### src/rtl/serial_adder_pkg.sv
// Shared types and limits for the bit-serial adder/subtractor.
// Optional signed-overflow output is enabled with SERIAL_ADDER_OVF_EN.
package serial_adder_pkg;

    typedef enum logic [1:0] {
        IDLE = 2'd0,
        RUN  = 2'd1,
        DONE = 2'd2
    } sa_state_t;

    localparam int MAX_WIDTH = 64;

endpackage

### src/rtl/serial_adder_full_adder.sv
// Single-bit full-adder cell used as the bit-slice of the serial adder.
module full_adder (
    input  logic a,
    input  logic b,
    input  logic c,
    output logic sum,
    output logic cout
);

    assign sum  = a ^ b ^ c;
    assign cout = (a & b) | (c & (a ^ b));

endmodule

### src/rtl/serial_adder.sv
// Bit-serial adder/subtractor: one full-adder cell, LSB first, WIDTH cycles per result.
// Define SERIAL_ADDER_OVF_EN to add the registered signed-overflow output ovf.
module serial_adder
    import serial_adder_pkg::*;
#(
    parameter int WIDTH = 8
) (
    input  logic             clk,
    input  logic             reset,
    input  logic             start,
    input  logic             sub,
    input  logic [WIDTH-1:0] a,
    input  logic [WIDTH-1:0] b,
    output logic             ready,
    output logic             busy,
    output logic             done,
    output logic [WIDTH-1:0] sum,
    output logic             cout
`ifdef SERIAL_ADDER_OVF_EN
    ,
    output logic             ovf
`endif
);

    localparam int CNT_W = (WIDTH > 1) ? $clog2(WIDTH) : 1;
    localparam logic [CNT_W-1:0] LAST_CNT = CNT_W'(WIDTH - 1);

    sa_state_t        state_r;
    sa_state_t        state_s;
    logic             accept_s;
    logic             last_s;
    logic [WIDTH-1:0] a_r;
    logic [WIDTH-1:0] b_r;
    logic [WIDTH-1:0] sum_r;
    logic             carry_r;
    logic             cout_r;
    logic [CNT_W-1:0] cnt_r;
    logic             ready_r;
    logic             busy_r;
    logic             done_r;
    logic             fa_sum_s;
    logic             fa_cout_s;
`ifdef SERIAL_ADDER_OVF_EN
    logic             ovf_r;
`endif

    full_adder u_fa (
        .a    (a_r[0]),
        .b    (b_r[0]),
        .c    (carry_r),
        .sum  (fa_sum_s),
        .cout (fa_cout_s)
    );

    // State register
    always_ff @(posedge clk) begin
        if (reset) begin
            state_r <= IDLE;
        end else begin
            state_r <= state_s;
        end
    end

    // Next-state decode; DONE accepts start like IDLE for back-to-back operation
    always_comb begin
        state_s  = state_r;
        accept_s = 1'b0;
        last_s   = 1'b0;
        case (state_r)
            IDLE: begin
                if (start) begin
                    accept_s = 1'b1;
                    state_s  = RUN;
                end else begin
                    state_s  = IDLE;
                end
            end
            RUN: begin
                if (cnt_r == LAST_CNT) begin
                    last_s  = 1'b1;
                    state_s = DONE;
                end else begin
                    state_s = RUN;
                end
            end
            DONE: begin
                if (start) begin
                    accept_s = 1'b1;
                    state_s  = RUN;
                end else begin
                    state_s  = IDLE;
                end
            end
            default: begin
                state_s = IDLE;
            end
        endcase
    end

    // Handshake outputs registered from the next state so they align with state_r
    always_ff @(posedge clk) begin
        if (reset) begin
            ready_r <= 1'b1;
            busy_r  <= 1'b0;
            done_r  <= 1'b0;
        end else begin
            ready_r <= (state_s != RUN);
            busy_r  <= (state_s == RUN);
            done_r  <= (state_s == DONE);
        end
    end

    // Operand shifters, carry, bit counter and result registers
    always_ff @(posedge clk) begin
        if (reset) begin
            a_r     <= '0;
            b_r     <= '0;
            sum_r   <= '0;
            carry_r <= 1'b0;
            cout_r  <= 1'b0;
            cnt_r   <= '0;
`ifdef SERIAL_ADDER_OVF_EN
            ovf_r   <= 1'b0;
`endif
        end else if (accept_s) begin
            a_r     <= a;
            b_r     <= sub ? ~b : b;
            sum_r   <= '0;
            carry_r <= sub;
            cout_r  <= 1'b0;
            cnt_r   <= '0;
`ifdef SERIAL_ADDER_OVF_EN
            ovf_r   <= 1'b0;
`endif
        end else if (state_r == RUN) begin
            a_r     <= a_r >> 1;
            b_r     <= b_r >> 1;
            sum_r   <= {fa_sum_s, sum_r[WIDTH-1:1]};
            carry_r <= fa_cout_s;
            // counter parks at zero after the MSB so it never wraps
            cnt_r   <= last_s ? '0 : cnt_r + CNT_W'(1);
            if (last_s) begin
                cout_r <= fa_cout_s;
`ifdef SERIAL_ADDER_OVF_EN
                ovf_r  <= carry_r ^ fa_cout_s;
`endif
            end
        end
    end

    assign ready = ready_r;
    assign busy  = busy_r;
    assign done  = done_r;
    assign sum   = sum_r;
    assign cout  = cout_r;
`ifdef SERIAL_ADDER_OVF_EN
    assign ovf   = ovf_r;
`endif

endmodule
### config.mk
export PLATFORM = sky130hd
export DESIGN_NAME = serial_adder
export DESIGN_NICKNAME = d
export VERILOG_FILES = /design/src/rtl/serial_adder_pkg.sv /design/src/rtl/serial_adder_full_adder.sv /design/src/rtl/serial_adder.sv
export SDC_FILE = /design/constraint.sdc
export NUM_CORES = 1
export LEC_CHECK = 0
export CAP_MARGIN = 15
export CORE_ASPECT_RATIO = 0.9
export CORE_MARGIN = 2
export CORE_UTILIZATION = 49
export CTS_BUF_LIST = sky130_fd_sc_hd__clkbuf_16
export CTS_CLUSTER_DIAMETER = 40
export DETAILED_ROUTE_END_ITERATION = 7
export GPL_TIMING_DRIVEN = 0
export PLACE_DENSITY = 0.78
export SETUP_SLACK_MARGIN = 0.2
export SLEW_MARGIN = 10
export SYNTH_ARGS = -nofsm -noshare
export SYNTH_HDL_FRONTEND = slang
export SYNTH_SLANG_ARGS = --single-unit
### constraint.sdc
create_clock -name clk -period 3.6 [get_ports clk]
set_input_delay 1.08 -clock clk [delete_from_list [all_inputs] [get_ports clk]]
set_output_delay 1.08 -clock clk [all_outputs]
set_load 0.02 [all_outputs]
# Word level (Yosys, flattened, before mapping)
# Index checks and enable logic that the tools add are counted.
classes:
  addsub: 1
  mul: 0
  div_mod_pow: 0
  order_cmp: 0
  n_eq_ne: 6
  shifts: 0
  mux: 15
  bitwise: 6
  n_reduce_logical: 5
op_table:
  columns: ["cell", "n"]
  rows:
  - ["two-way mux 8 bit", 5]
  - ["NOT 8 bit", 1]
  - ["two-way mux 1 bit", 7]
  - ["equality test 2 x 1 -> 1 bit, second input constant", 2]
  - ["equality test 2 bit, second input constant", 2]
  - ["case mux 2 bit (2 select lines)", 1]
  - ["OR reduction 2 bit", 2]
  - ["adder 3 x 1 -> 3 bit, second input constant", 1]
  - ["equality test 3 bit, second input constant", 1]
  - ["two-way mux 3 bit", 1]
  - ["bitwise AND 1 bit", 2]
  - ["zero test 2 bit", 1]
  - ["two-way mux 2 bit", 1]
  - ["inequality test 2 x 1 -> 1 bit, second input constant", 1]
  - ["AND reduction 2 bit", 1]
  - ["nonzero test 2 bit", 1]
  - ["XOR 1 bit", 2]
  - ["bitwise OR 1 bit", 1]
word_totals:
  reg_bits: 34
  latchBits: 0
  mem_bits_rw: 0
  mem_bits_ro: 0
  inputBits: 20
  output_inout_bits: 12
  word_cells: 43
  mem_count: 0

# Depth between registers and ports, before layout
# Gate-level depths: netlist of run 1.
depth:
  depth_word: 5
  ltp_mapped: 5
  ltp_nobuf: 5

# Modules after synthesis
# A second synthesis of run 1 with hierarchy kept.
unflattened:
  cells_unflattened: 164
  area_unflattened_um2: 1423.9
by_module_without_submodules:
  columns: ["module", "n_inst", "cells_each", "area_per_inst_um2", "seq_area_each_um2"]
  rows:
  - ["serial_adder", 1, 163, 1403.8, 680.7]
  - ["full_adder", 1, 1, 20.0, 0.0]

# Worst setup path after synthesis of run 1
# Ideal clock, no wire load.
synth_path:
  path_type: "input-to-reg"
  from: "input start"
  to: "register carry_r"
  setup_time_ns: 0.132
  t_arrival_ns: 1.659
  t_required_ns: 3.468
  setup_slack_ns: 1.809
  stages: 5
  path_buffers: 2
  cell_sequence: "nor2b_1 clkbuf_2 buf_2 nor3_1 nor3_1"
synth_via:
  elab_chain_cells: 3
  elab_cells_between_ends: 4
  classes_between: "mux (3); reduce/logical (1)"
synth_rtl:
  columns: ["element", "line", "rtl"]
  rows:
  - ["start, declared", "serial_adder.sv:10", "input logic start,"]
  - ["two-way mux 1 bit (*)", "serial_adder.sv:71, serial_adder.sv:87", null]
  - ["two-way mux 1 bit (*)", null, null]
  - ["two-way mux 1 bit / nonzero test 2 bit (equally long branches)", null, null]
  - ["end signal, assigned", "serial_adder.sv:129", "carry_r <= sub;"]
  - ["end signal, assigned", "serial_adder.sv:139", "carry_r <= fa_cout_s;"]
  - ["end, declared", "serial_adder.sv:35", "logic carry_r;"]
# Mark *: on every way between the ends. The rest lies on a longest branch, timed or not.
# A chain may end at the register's enable or synchronous reset.

# Worst setup path in the final report of run 1
layout_path:
  from: "register sum_r[7], in the netlist sum[7]"
  to: "output sum[7]"
layout_rtl:
  columns: ["element", "line", "rtl"]
  rows:
  - ["start, declared", "serial_adder.sv:34", "logic [WIDTH-1:0] sum_r;"]
  - ["start signal, assigned", "serial_adder.sv:138", "sum_r <= {fa_sum_s, sum_r[WIDTH-1:1]};"]
  - ["end, declared", "serial_adder.sv:17", "output logic [WIDTH-1:0] sum,"]
# No word-level cell between the ends.

==> flow_metrics.py, run 1 <==
metrics = {
    "timing": {
        "finalSetupViolCount": 0,
        "fin_hold_ws_ns": 0.4523,
        "grt_setup_unrepaired": "no",
        "fin_worst_skew_ns": 0.003058,
        "worst_slew_pin_slew_ns": 0.4839,
        "finalMaxSlewViolations": 0,
        "hold_viol_final": 0,
        "fmaxAchievable_ghz": 0.4291,
        "final.min_clock_period_ns": 2.330,
        "final.period_utilization_pct": 64.73,
        "final_layout_setup_total_negative_slack_ns": 0,
        "timing.max_slew.rel_slack_pct": 67.74,
    },
    "pwr": {
        "vdd_drop_max_v": 0.0003258,
        "total_leakage_power_nw": 0.6991,
        "power_per_cell_area_nw_per_um2": 495.0,
        "total_power_mw": 0.9291,
    },
    "critical_path": {
        "cpMaxStageDelayCell": "clkdlybuf4s50_1",
        "cp_num_buf_inv": 1,
        "path_cells": "clkdlybuf4s50_1",
        "path_delay_family": "buffers and inverters",
        "timing.critical_path.arrival_ns": 1.25,
        "critPathLaunchType": "flop",
        "worst-setup-path-type": "reg -> out",
        "endpoint_kind": "output pin",
        "crit_path_max_incr_delay_ns": 0.63,
        "critical_path_required_ns": 2.52,
        "worstPathMaxFanout": 3,
    },
    "worst_hold_path": {
        "worst_hold_path_type": "reg -> reg",
    },
    "detailed_routing": {
        "detail-route-antenna-nets": 0,
        "drt_wl_total_um": 3136,
        "wirelength_per_cell_um": 13.29,
        "detailedRoute.firstPassIterationCount": 4,
        "drt_iter0_drc": 47,
        "route.layer.met1.wl_um": 1287,
        "via_per_inst": 5.275,
        "post-route-drc-count": 0,
        "vias": 1245,
        "dr.max_layer_used": "met4",
        "amount_of_wire_on_met2_after_detailed_routing_um": 1552,
        "route.met3.wl_um": 249,
    },
    "clock_network": {
        "cts_setup_buffers": 0,
        "ctsRootBufferMaster": "clkbuf_16",
        "numClockSinks": 34,
        "post_cts_resized": 0,
        "clockBufferDepth": 2,
        "clock_latency_ns": 0.28,
        "ctsHoldBuffers": 0,
        "clk_transition_reported_paths_ns": 0.05,
        "cts_tree": "yes",
        "cts_made_buffers": 5,
        "clock_tree.htree_level_count": 2,
    },
    "synth": {
        "post_synthesis_net_count": 182,
        "number_of_flip_flops_and_latches_in_the_synthesized_netlist": 34,
        "netlist_area_um2": 1394,
        "yosysUniqueCellTypes": 22,
        "synthesis.yosys.warnings": 0,
        "syn-mean-instance-area_um2": 8.766,
        "seq_area_frac_synth_pct": 48.83,
        "netlist_instances": 159,
    },
    "final_layout": {
        "post_route_cells_drive_above_1_share_pct": 8.163,
        "finish.net_count": 219,
        "layout-area-overhead-vs-synth_pct": 34.65,
        "antenna_cells": 0,
        "stdcell_count": 236,
        "layout_filler_cell_count": 230,
    },
    "floorplan": {
        "area_of_the_die_um2": 3288,
        "placementRows": 18,
        "boundaryPins": 32,
        "core-area_um2": 2725,
        "die_width_um": 60.22,
        "initial_utilization_pct": 51.15,
        "dieHeight_um": 54.60,
    },
    "flow_run": {
        "cap_viol_max_count": 0,
    },
    "grt": {
        "grtUsageTotal_pct": 22.69,
        "grt_antenna_before_repair": 0,
        "grt_start_max_net_pins": 11,
        "gr-total-overflow": 0,
        "global_route_wire_length_before_repair_um": 5195,
        "grt_pass1_vias": 1149,
    },
    "placement": {
        "place.detailed.hpwl_um": 2186,
        "dpl.cell_count": 229,
        "gp_congestion": 0.8025,
        "placement.io_buffers": 30,
    },
    "outcome": {
        "status": "finished clean",
    },
}
-- registers in the layout (all words and copies together) (netlist names), 2 cells and up --
register and cells:
cnt_r 3, sum 8, state_r 2, a_r 8, b_r 8
-- per-layer routing --
layer / up-vias / GRT usage (%)
li1: 622 / -
met1: 570 / 26.20
met2: 49 / 37.68
met3: 4 / 8.511
met4: 0 / 10.00
met5: - / 0
-- synth_stat cells --
| master | instances | area share (%) |
|---|---|---|
| dfxtp_1 | 34 | 49 |
| nand2_1 | 25 | 6.7 |
| a21oi_1 | 19 | 6.8 |
| nor3_1 | 18 | 6.5 |
| o22ai_1 | 9 | 4.0 |
| nand3_1 | 8 | 2.9 |
| xor2_1 | 8 | 5.0 |
| a22oi_1 | 5 | 2.7 |
| buf_2 | 4 | 1.4 |
| buf_4 | 4 | 2.2 |
| nand2b_1 | 4 | 1.8 |
| nor2b_1 | 4 | 1.8 |
| clkbuf_1 | 3 | 0.81 |
| nor2_1 | 3 | 0.81 |
| buf_6 | 2 | 1.6 |
| ha_1 | 2 | 1.8 |
| nand3b_1 | 2 | 1.1 |
| a311oi_1 | 1 | 0.63 |
| clkbuf_2 | 1 | 0.36 |
| fa_1 | 1 | 1.4 |
| o21ai_0 | 1 | 0.36 |
| or3_1 | 1 | 0.45 |
-- final timing paths --
check / endpoint / slack [ns] / cells after the start / start
worst max-delay path: sum[7] / 1.27 / 1 / sum[7]$_SDFFE_PP0P_
worst min register to register: cout$_SDFFE_PP0P_ / 0.45 / 2 / cout$_SDFFE_PP0P_
worst max register to register: cnt_r[0]$_SDFFE_PP0P_ / 2.30 / 4 / cnt_r[0]$_SDFFE_PP0P_
worst min-delay path: cout$_SDFFE_PP0P_ / 0.45 / 2 / cout$_SDFFE_PP0P_
-- tightest hold or removal path, stage by stage, from the launching register on --
cell and delay (ns):
dfxtp_1 0.30, nand2_1 0.05, a21oi_1 0.05
-- area by class of cell --
class	count	area (um^2)	area share (%)
plain buffers	14	88.84	4.733
multi-input cells	111	624.3	33.27
clock inverters	2	7.507	0.4000
well taps	40	50.05	2.667
flip-flops and latches	34	680.7	36.27
repair buffers	30	300.3	16.00
clock buffers	5	125.1	6.667
-- power by group --
group / total (mW) / switching (mW) / internal, mW
logic: 0.128 / 0.0657 / 0.0624
clock network: 0.388 / 0.142 / 0.246
registers: 0.413 / 0.0131 / 0.400
-- through the flow --
step	utilization, %	cell area, um^2	setup slack (ns)
floorplan	-	1394	1.810
global placement	64.00	1744	1.173
detailed placement	64.00	1744	1.112
CTS	68.87	1877	1.266
global route	68.87	1877	1.244
finish	68.87	1877	1.270
-- logic make-up after synthesis --
family | count (synthesis) | synth area share (%)
buffers and inverters | 14 | 6.373
and+or+nand+nor | 65 | 21.99
xor gates and xnor gates | 8 | 5.027
DFF | 34 | 48.83
AOI/OAI and AO/OA | 35 | 14.54
adders and majority gates | 3 | 3.231
-- cell usage in the layout, fill, tap and decap left out, types with 2 or more instances in the layout --
cell | synthesis | routed
a21oi_1 | 19 | 19
o22ai_1 | 9 | 9
nand3_1 | 8 | 8
clkbuf_1 | 3 | 3
clkdlybuf4s50_1 | 0 | 30
buf_6 | 2 | 2
buf_2 | 4 | 4
nand2_1 | 25 | 25
buf_4 | 4 | 4
inv_1 | 0 | 2
nor3_1 | 18 | 18
clkbuf_16 | 0 | 5
dfxtp_1 | 34 | 34
nor2b_1 | 4 | 4
ha_1 | 2 | 2
nor2_1 | 3 | 3
a22oi_1 | 5 | 5
xor2_1 | 8 | 8
nand2b_1 | 4 | 4
nand3b_1 | 2 | 2
Power figures use the tool's default switching activity.
==> inputs of run 2 (changes only) <==
--- a/config.mk
+++ b/config.mk
@@ -8,12 +8,12 @@
 export CAP_MARGIN = 15
 export CORE_ASPECT_RATIO = 0.9
 export CORE_MARGIN = 2
-export CORE_UTILIZATION = 49
+export CORE_UTILIZATION = 44
 export CTS_BUF_LIST = sky130_fd_sc_hd__clkbuf_16
 export CTS_CLUSTER_DIAMETER = 40
 export DETAILED_ROUTE_END_ITERATION = 7
 export GPL_TIMING_DRIVEN = 0
-export PLACE_DENSITY = 0.78
+export PLACE_DENSITY = 0.74
 export SETUP_SLACK_MARGIN = 0.2
 export SLEW_MARGIN = 10
 export SYNTH_ARGS = -nofsm -noshare
==> constraint.sdc (replaced) <==
create_clock -name clk -period 2.1 [get_ports clk]
set_input_delay 0.63 -clock clk [delete_from_list [all_inputs] [get_ports clk]]
set_output_delay 0.63 -clock clk [all_outputs]
set_load 0.02 [all_outputs]
==> flow_metrics.py, run 2 (synthesis results as in run 1) <==
metrics = {
    "outcome": {
        "status": "finished clean",
    },
    "floorplan": {
        "boundaryPins": 32,
        "dieHeight_um": 57.40,
        "core-area_um2": 3043,
        "area_of_the_die_um2": 3635,
        "placementRows": 19,
        "initial_utilization_pct": 45.81,
        "die_width_um": 63.33,
    },
    "critical_path": {
        "critical_path_required_ns": 1.47,
        "critical_path.reg2reg.startpoint": "cnt_r[0]$_SDFFE_PP0P_",
        "startpoint": "sum[6]$_SDFFE_PP0P_",
        "critPathLaunchType": "flop",
        "cp_num_buf_inv": 1,
        "path_cells": "clkdlybuf4s50_1",
        "path_delay_family": "buffers and inverters",
        "crit_path_max_incr_delay_ns": 0.62,
        "worstPathMaxFanout": 3,
        "worst-setup-path-type": "reg -> out",
        "r2r_slack_ns": 0.75,
        "endpoint_kind": "output pin",
        "cpMaxStageDelayCell": "clkdlybuf4s50_1",
        "timing.critical_path.arrival_ns": 1.24,
    },
    "final_layout": {
        "layout-area-overhead-vs-synth_pct": 34.83,
        "finish.net_count": 219,
        "layout_common_cells": "dfxtp_1, clkdlybuf4s50_1, nand2_1",
        "antenna_cells": 0,
        "stdcell_count": 238,
        "post_route_cells_drive_above_1_share_pct": 8.163,
        "final_design_area_no_fill_um2": 1879,
        "leading_cell_type_in_the_layout_fill_and_taps_excluded": "dfxtp_1",
        "layout_filler_cell_count": 280,
    },
    "placement": {
        "placement.io_buffers": 30,
        "place.detailed.hpwl_um": 2269,
        "place_ws_ns": 0.1140,
        "gp_congestion": 0.8189,
        "dpl.cell_count": 231,
        "post_dp_cell_area_um2": 1747,
    },
    "detailed_routing": {
        "detail-route-antenna-nets": 0,
        "wirelength_per_cell_um": 13.38,
        "post-route-drc-count": 0,
        "drt_wl_total_um": 3185,
        "vias": 1272,
        "detailedRoute.firstPassIterationCount": 4,
        "via_per_inst": 5.345,
        "drt_iter0_drc": 70,
    },
    "clock_network": {
        "ctsRootBufferMaster": "clkbuf_16",
        "clock_latency_ns": 0.28,
        "clock_tree.htree_level_count": 2,
        "clockBufferDepth": 2,
        "numClockSinks": 34,
        "cts_setup_buffers": 0,
        "post_cts_resized": 0,
        "cts_tree": "yes",
        "clk_transition_reported_paths_ns": 0.05,
        "ctsHoldBuffers": 0,
        "cts_made_buffers": 5,
    },
    "timing": {
        "fmaxAchievable_ghz": 0.5344,
        "worst_slew_pin_slew_ns": 0.5210,
        "finalMaxSlewViolations": 0,
        "fin_worst_skew_ns": 0.004198,
        "layout_setup_ws_ns": 0.2286,
        "hold_viol_final": 0,
        "finalSetupViolCount": 0,
        "final.min_clock_period_ns": 1.871,
        "final_layout_setup_total_negative_slack_ns": 0,
        "final.period_utilization_pct": 89.11,
        "timing.max_slew.rel_slack_pct": 65.26,
        "grt_setup_unrepaired": "no",
    },
    "grt": {
        "gr-usage-met2_pct": 35.49,
        "grt_start_max_net_pins": 11,
        "grtUsageTotal_pct": 19.61,
        "grt_use_met1_pct": 21.74,
        "gr-total-overflow": 0,
        "grt_pass1_vias": 1282,
        "grt_antenna_before_repair": 0,
        "global_route_wire_length_before_repair_um": 5533,
        "busiest_layer": "met2",
        "grt.met3_usage_pct": 6.312,
    },
    "pwr": {
        "power_per_cell_area_nw_per_um2": 846.6,
        "vdd_drop_max_v": 0.0004498,
        "total_leakage_power_nw": 0.6991,
    },
    "worst_hold_path": {
        "worstHoldStart": "cout$_SDFFE_PP0P_",
        "worst_hold_path_type": "reg -> reg",
    },
    "flow_run": {
        "cap_viol_max_count": 0,
    },
}
[run 2: cell counts in the layout (fill, tap and decap cells not counted)]
No cell type changed its count.
[run 2: layout make-up]
class                      instances  area [um^2]  share of cell area (%)
sequential                        34        680.7                   36.22
multi-input combinational        111        624.3                   33.22
timing repair buffer              30        300.3                   15.98
clock buffer                       5        125.1                   6.658
buffer                            14        88.84                   4.727
tap                               42        52.55                   2.796
clock inverter                     2        7.507                  0.3995
[run 2: final timing paths]
| path | endpoint | depth (start not counted) |
|---|---|---|
| min | cout$_SDFFE_PP0P_ | 2 |
| max reg2reg | cnt_r[0]$_SDFFE_PP0P_ | 4 |
| max | sum[6] | 1 |
| min reg2reg | cout$_SDFFE_PP0P_ | 2 |
[run 2: metal layers]
metal  routed length [um]  vias to the layer above
li1                     -                      626
met5                    0                        -
met3                  216                        7
met2                 1582                       44
met1                 1332                      595
met4                   53                        0
[run 2: per-stage QoR]
stage / hold WS (ns) / power, mW / utilization (%)
after global routing: 0.4745 / 1.667 / 61.76
after global placement: 0.4401 / 0.9296 / 57.40
after CTS: 0.4629 / 1.594 / 61.76
final: 0.4572 / 1.591 / 61.76
after detailed placement: 0.4562 / 0.9393 / 57.40
after floorplan: 0.4362 / 0.8554 / -
[run 2: report_power, final]
| group | switching [mW] | internal, mW | leakage (nW) |
|---|---|---|---|
| registers | 0.0218 | 0.685 | 0.278 |
| logic | 0.115 | 0.108 | 0.348 |
| clock network | 0.239 | 0.422 | 0.0723 |
| total | 0.376 | 1.22 | 0.699 |
==> inputs of run 3 (changes only) <==
--- a/config.mk
+++ b/config.mk
@@ -8,12 +8,12 @@
 export CAP_MARGIN = 15
 export CORE_ASPECT_RATIO = 0.9
 export CORE_MARGIN = 2
-export CORE_UTILIZATION = 44
+export CORE_UTILIZATION = 49
 export CTS_BUF_LIST = sky130_fd_sc_hd__clkbuf_16
 export CTS_CLUSTER_DIAMETER = 40
 export DETAILED_ROUTE_END_ITERATION = 7
 export GPL_TIMING_DRIVEN = 0
-export PLACE_DENSITY = 0.74
+export PLACE_DENSITY = 0.78
 export SETUP_SLACK_MARGIN = 0.2
 export SLEW_MARGIN = 10
 export SYNTH_ARGS = -nofsm -noshare
==> constraint.sdc (replaced) <==
create_clock -name clk -period 2.3 [get_ports clk]
set_input_delay 0.69 -clock clk [delete_from_list [all_inputs] [get_ports clk]]
set_output_delay 0.69 -clock clk [all_outputs]
set_load 0.02 [all_outputs]
==> results of run 3 <==
Same layout as run 1 (identical final DEF). Status: finished clean.
Main changes from that run: setup slack after placement 1.112 ns -> 0.2019 ns; setup slack after layout 1.270 ns -> 0.3597 ns; register-to-register setup slack 2.30 ns -> 1.00 ns; total power 0.9291 mW -> 1.454 mW; worst IR drop on VDD 0.0003258 V -> 0.0005100 V
